[src/rtl/ped_request_ctrl.sv]
// Pedestrian requester: conditions the crosswalk button, holds a request to the
// intersection controller until a full walk is served, then enforces a cooldown.
module ped_request_ctrl #(
    parameter int DEBOUNCE_CYC = 4,
    parameter int WALK_MIN     = 20,
    parameter int REQ_TIMEOUT  = 100,
    parameter int COOLDOWN     = 30,
    parameter int CNT_W        = 16
) (
    input  logic       clk,
    input  logic       reset,
    input  logic       btn_raw,
    input  logic       walk_green,
    output logic       ped_req,
    output logic       req_pending,
    output logic [7:0] walk_count,
    output logic       timeout_err,
    output logic       busy
);

    typedef enum logic [1:0] {IDLE, REQ, WALK, COOL} state_t;

    localparam logic [CNT_W-1:0] DEB_LAST  = CNT_W'(DEBOUNCE_CYC - 1);
    localparam logic [CNT_W-1:0] WALK_LAST = CNT_W'(WALK_MIN - 1);
    localparam logic [CNT_W-1:0] TMO_LAST  = CNT_W'(REQ_TIMEOUT - 1);
    localparam logic [CNT_W-1:0] COOL_LAST = CNT_W'(COOLDOWN - 1);
    localparam logic [CNT_W-1:0] DISP_MAX  = CNT_W'(255);

    logic             sync1, sync2;
    logic             deb, deb_d, press;
    logic [CNT_W-1:0] stab_cnt;

    state_t           state, state_nx;
    logic [CNT_W-1:0] wait_cnt, wait_nx;
    logic [CNT_W-1:0] walk_cnt, walk_nx;
    logic [CNT_W-1:0] cool_cnt, cool_nx;
    logic             latch, latch_nx;
    logic             tmo_nx;
    logic [7:0]       disp_nx;

    always_ff @(posedge clk or posedge reset) begin
        if (reset) begin
            sync1 <= 1'b0;
            sync2 <= 1'b0;
        end else begin
            sync1 <= btn_raw;
            sync2 <= sync1;
        end
    end

    // Debounced level flips only after DEBOUNCE_CYC consecutive disagreeing cycles.
    always_ff @(posedge clk or posedge reset) begin
        if (reset) begin
            deb      <= 1'b0;
            deb_d    <= 1'b0;
            press    <= 1'b0;
            stab_cnt <= '0;
        end else begin
            deb_d <= deb;
            press <= deb & ~deb_d;
            if (sync2 != deb) begin
                if (stab_cnt == DEB_LAST) begin
                    deb      <= sync2;
                    stab_cnt <= '0;
                end else begin
                    stab_cnt <= stab_cnt + 1'b1;
                end
            end else begin
                stab_cnt <= '0;
            end
        end
    end

    always_ff @(posedge clk or posedge reset) begin
        if (reset) begin
            state    <= IDLE;
            wait_cnt <= '0;
            walk_cnt <= '0;
            cool_cnt <= '0;
            latch    <= 1'b0;
        end else begin
            state    <= state_nx;
            wait_cnt <= wait_nx;
            walk_cnt <= walk_nx;
            cool_cnt <= cool_nx;
            latch    <= latch_nx;
        end
    end

    always_comb begin
        state_nx = state;
        wait_nx  = wait_cnt;
        walk_nx  = walk_cnt;
        cool_nx  = cool_cnt;
        latch_nx = latch;
        tmo_nx   = 1'b0;
        case (state)
            IDLE: begin
                if (press) begin
                    state_nx = REQ;
                    wait_nx  = '0;
                end
            end
            REQ: begin
                // A grant on the timeout boundary wins over the timeout pulse.
                if (walk_green) begin
                    state_nx = WALK;
                    walk_nx  = WALK_LAST;
                end else if (wait_cnt == TMO_LAST) begin
                    tmo_nx  = 1'b1;
                    wait_nx = '0;
                end else begin
                    wait_nx = wait_cnt + 1'b1;
                end
            end
            WALK: begin
                if (!walk_green) begin
                    state_nx = REQ;
                    wait_nx  = '0;
                end else if (walk_cnt == '0) begin
                    state_nx = COOL;
                    cool_nx  = '0;
                    latch_nx = 1'b0;
                end else begin
                    walk_nx = walk_cnt - 1'b1;
                end
            end
            COOL: begin
                if (cool_cnt >= COOL_LAST && !walk_green) begin
                    // A press on the exit cycle itself still counts as latched.
                    if (latch || press) begin
                        state_nx = REQ;
                        wait_nx  = '0;
                    end else begin
                        state_nx = IDLE;
                    end
                    latch_nx = 1'b0;
                end else begin
                    if (press) latch_nx = 1'b1;
                    if (cool_cnt != {CNT_W{1'b1}}) cool_nx = cool_cnt + 1'b1;
                end
            end
            default: state_nx = IDLE;
        endcase
    end

    always_comb begin
        disp_nx = 8'd0;
        if (state_nx == WALK) begin
            if (walk_nx >= DISP_MAX) disp_nx = 8'hFF;
            else                     disp_nx = 8'(walk_nx + 1'b1);
        end
    end

    always_ff @(posedge clk or posedge reset) begin
        if (reset) begin
            ped_req     <= 1'b0;
            req_pending <= 1'b0;
            walk_count  <= 8'd0;
            timeout_err <= 1'b0;
            busy        <= 1'b0;
        end else begin
            ped_req     <= (state_nx == REQ) || (state_nx == WALK);
            req_pending <= (state_nx == REQ);
            walk_count  <= disp_nx;
            timeout_err <= tmo_nx;
            busy        <= (state_nx != IDLE);
        end
    end

endmodule

[config.mk]
export PLATFORM = sky130hd
export DESIGN_NAME = ped_request_ctrl
export DESIGN_NICKNAME = d
export VERILOG_FILES = /design/src/rtl/ped_request_ctrl.sv
export SDC_FILE = /design/constraint.sdc
export NUM_CORES = 1
export LEC_CHECK = 0
export BUFFER_PORTS_ARGS = -buffer_cell sky130_fd_sc_hd__buf_2
export CORE_MARGIN = 1
export CORE_UTILIZATION = 55
export DETAILED_ROUTE_END_ITERATION = 8
export PLACE_DENSITY = 0.82
export RECOVER_POWER = 50
export SYNTH_ARGS = -nofsm -noshare
export SYNTH_HDL_FRONTEND = slang
export SYNTH_SLANG_ARGS = --single-unit
[constraint.sdc]
create_clock -name clk -period 8 [get_ports clk]
set_input_delay 2.4 -clock clk [delete_from_list [all_inputs] [get_ports clk]]
set_output_delay 2.4 -clock clk [all_outputs]
set_load 0.01 [all_outputs]
==> impl_metrics.ini <==
[run_status]
status = finished clean

[grt]
grt_first_pass_wirelength_um = 16300
grt_overflow = 0
grt_pass1_vias = 3470
grt.total_usage_pct = 23.5
grt_antenna_before_repair = 0
grt_max_degree = 85

[power]
leakage_nw = 2.38
switching_power_w = 0.000646
p_comb_share_pct = 42.5
p_int_w = 0.000888
pwr-share-seq_pct = 36.1
p_sw_share_pct = 42.1
pwr-share-clk_pct = 21.4
vdd_ir_drop_max_mv = 0.208
p_per_area_nw_per_um2 = 307
p_total_w = 0.00153

[route]
num_vias = 3723
dr.pass1.iters = 5
wl_um = 9340
via_per_inst = 5.93
drc = 0
drt_iter0_drc = 170
wl_per_cell_um = 14.9
antenna_left = 0

[critical_path]
r2r-end = walk_count[5]$_DFF_PP0_
critPathKind = input pin to flip-flop
timing.rr.start = walk_cnt[0]$_DFF_PP0_
cp_data_required_time_ns = 8.24
ff2ff_setup_slack_ns = 4.53
r2r_cells = 10
startpoint_type = input pin
cp_max_fo = 14
arrival_ns = 5.33
cp-end-kind = flip-flop

[final_layout]
area_delta_synth_final_pct = 8.04
fin_util_pct = 61.1
num-nets-final = 536
fillers = 710
diodes = 0
drive_gt1_share_pct = 8.03

[synthesis]
synth.most_common_cell = dfrtp_1
synth_edf_count = 0
syn-num-nets = 525
async_flop_share_pct = 100
yosysTopAreaCell = dfrtp_1
synth_cell_types = 59
seq_area_frac_synth_pct = 45.5
ys_ff_latch = 84
yosys-top-cells-area = dfrtp_1 (45%), xor2_1 (5.5%), nand2_1 (4.9%)
yosys_most_used_dff = dfrtp_1
synth_top_area_share_pct = 45.5
syn_area_um2 = 4620
yosysWarnings = 0
synth_cells = 507
synth.avg_cell_area_um2 = 9.11
synth.top_cells.by_count = dfrtp_1 (84), nand2_1 (60), nor2_1 (49)

[floorplan]
ios = 16
die_y_um = 93.7
core_um2 = 8180
initial_utilization_pct = 56.5
dieArea_um2 = 8770
dieWidth_um = 93.7
rows = 33

[timing]
tightest_slew_ns = 1.03
final.period_utilization_pct = 63.6
hold_violations = 0
finalCriticalPeriod_ns = 5.09
max_freq_ghz = 0.197
setup_ws_ns = 2.91
whs_ns = 0.355
rsz0062_at_grt = no
slew_violations = 0
tns_ns = 0
setup_viol_count_final = 0
slew_headroom_pct = 31.6
finClkSkew_ns = 0.0107

[clock_network]
clk_pin_slew_worst_paths_ns = 0.08
cts_tree = built
clkSinkCount = 84
hold_buffers = 0
cts-resized-gates = 0
cts.htree.levels = 3
clock_latency_ns = 0.35
cts_setup_buffers = 0
cts_root_buf = clkbuf_8
clockBufferDepth = 2
cts_buffers = 9

[place]
hpwl_um = 6440
io_buffer_count = 15
dp_slack_ns = 2.86
gp_congestion = 0.965

[run]
maxCapViolations = 0

[min_path]
min_from = sync1$_DFF_PP0_
hold_depth = 0
whs_endpoint = sync2$_DFF_PP0_
hold_class = flip-flop to flip-flop
==> sequential cells by signal, summed over array words and instances (netlist names), 2 cells and up <==
name	count
cool_cnt	16
state	2
walk_cnt	16
walk_count	8
stab_cnt	16
wait_cnt	16
==> power by group through the flow <==
stage / clock network (W) / registers (W) / logic (W)
after floorplan: 0 / 0.000550 / 0.000500
after global placement: 0 / 0.000558 / 0.000635
after detailed placement: 0 / 0.000560 / 0.000640
after CTS: 0.000335 / 0.000553 / 0.000648
after global routing: 0.000352 / 0.000564 / 0.000731
final: 0.000328 / 0.000554 / 0.000652
==> per-layer routing <==
metal	up-vias	routed length, um	global-route usage [%]
li1	1829	-	-
met1	1777	4470	33.0
met2	99	4290	36.0
met3	18	393	4.13
met4	0	189	9.62
met5	-	0	0
==> critical path, cell delays in order <==
cell and delay [ns]:
clkbuf_1 0.42, nand2b_1 0.23, or4_4 0.56, or3_4 0.36, a21o_1 0.19, a21o_1 0.19
or4_4 0.55, a31o_4 0.25, o21a_1 0.18
==> how the worst max path moves through the flow <==
stage,from,endpoint,slack (ns),cells past startpoint
after global routing,walk_green,walk_count[6]$_DFF_PP0_,2.81,9
final,walk_green,walk_count[5]$_DFF_PP0_,2.91,9
after global placement,walk_green,walk_count[6]$_DFF_PP0_,2.90,9
after detailed placement,walk_green,walk_count[4]$_DFF_PP0_,2.86,9
after CTS,walk_green,walk_count[5]$_DFF_PP0_,3.23,9
after floorplan,walk_green,walk_count[6]$_DFF_PP0_,3.27,8
==> final cells by class <==
cell class              instances  area, um^2  area share [%]
inverters                      24        91.3            1.83
well taps                     105         131            2.63
multi-input cells             383        2370            47.4
clock buffers                  11         151            3.03
flip-flops and latches         84        2100            42.1
clock inverters                 5        67.6            1.35
repair buffers                 16        81.3            1.63
==> cell families after synthesis <==
| family | share of synthesized area (%) |
|---|---|
| and+or+nand+nor | 26.6 |
| AOI/OAI and AO/OA | 13.1 |
| DFF | 45.5 |
| buffers and inverters | 3.28 |
| xor gates and xnor gates | 6.44 |
| adders and majority gates | 3.79 |
| muxes | 1.35 |
==> metrics by stage <==
| stage | instances | instance area [um^2] |
|---|---|---|
| after global placement | 612 | 4770 |
| after floorplan | 507 | 4620 |
| final | 628 | 4990 |
| after CTS | 628 | 4990 |
| after detailed placement | 612 | 4770 |
| after global routing | 628 | 4990 |
==> placed cells by master, fill, tap and decap left out, drive strengths merged, types with 12 or more instances in the layout <==
master	instances
o21ai	27
or3	13
nor3	13
nand3	29
dfrtp	84
nor2	49
and3	18
nand2	60
buf	15
ha	14
clkbuf	12
inv	24
xor2	29
(Power assumes the default switching activity.)
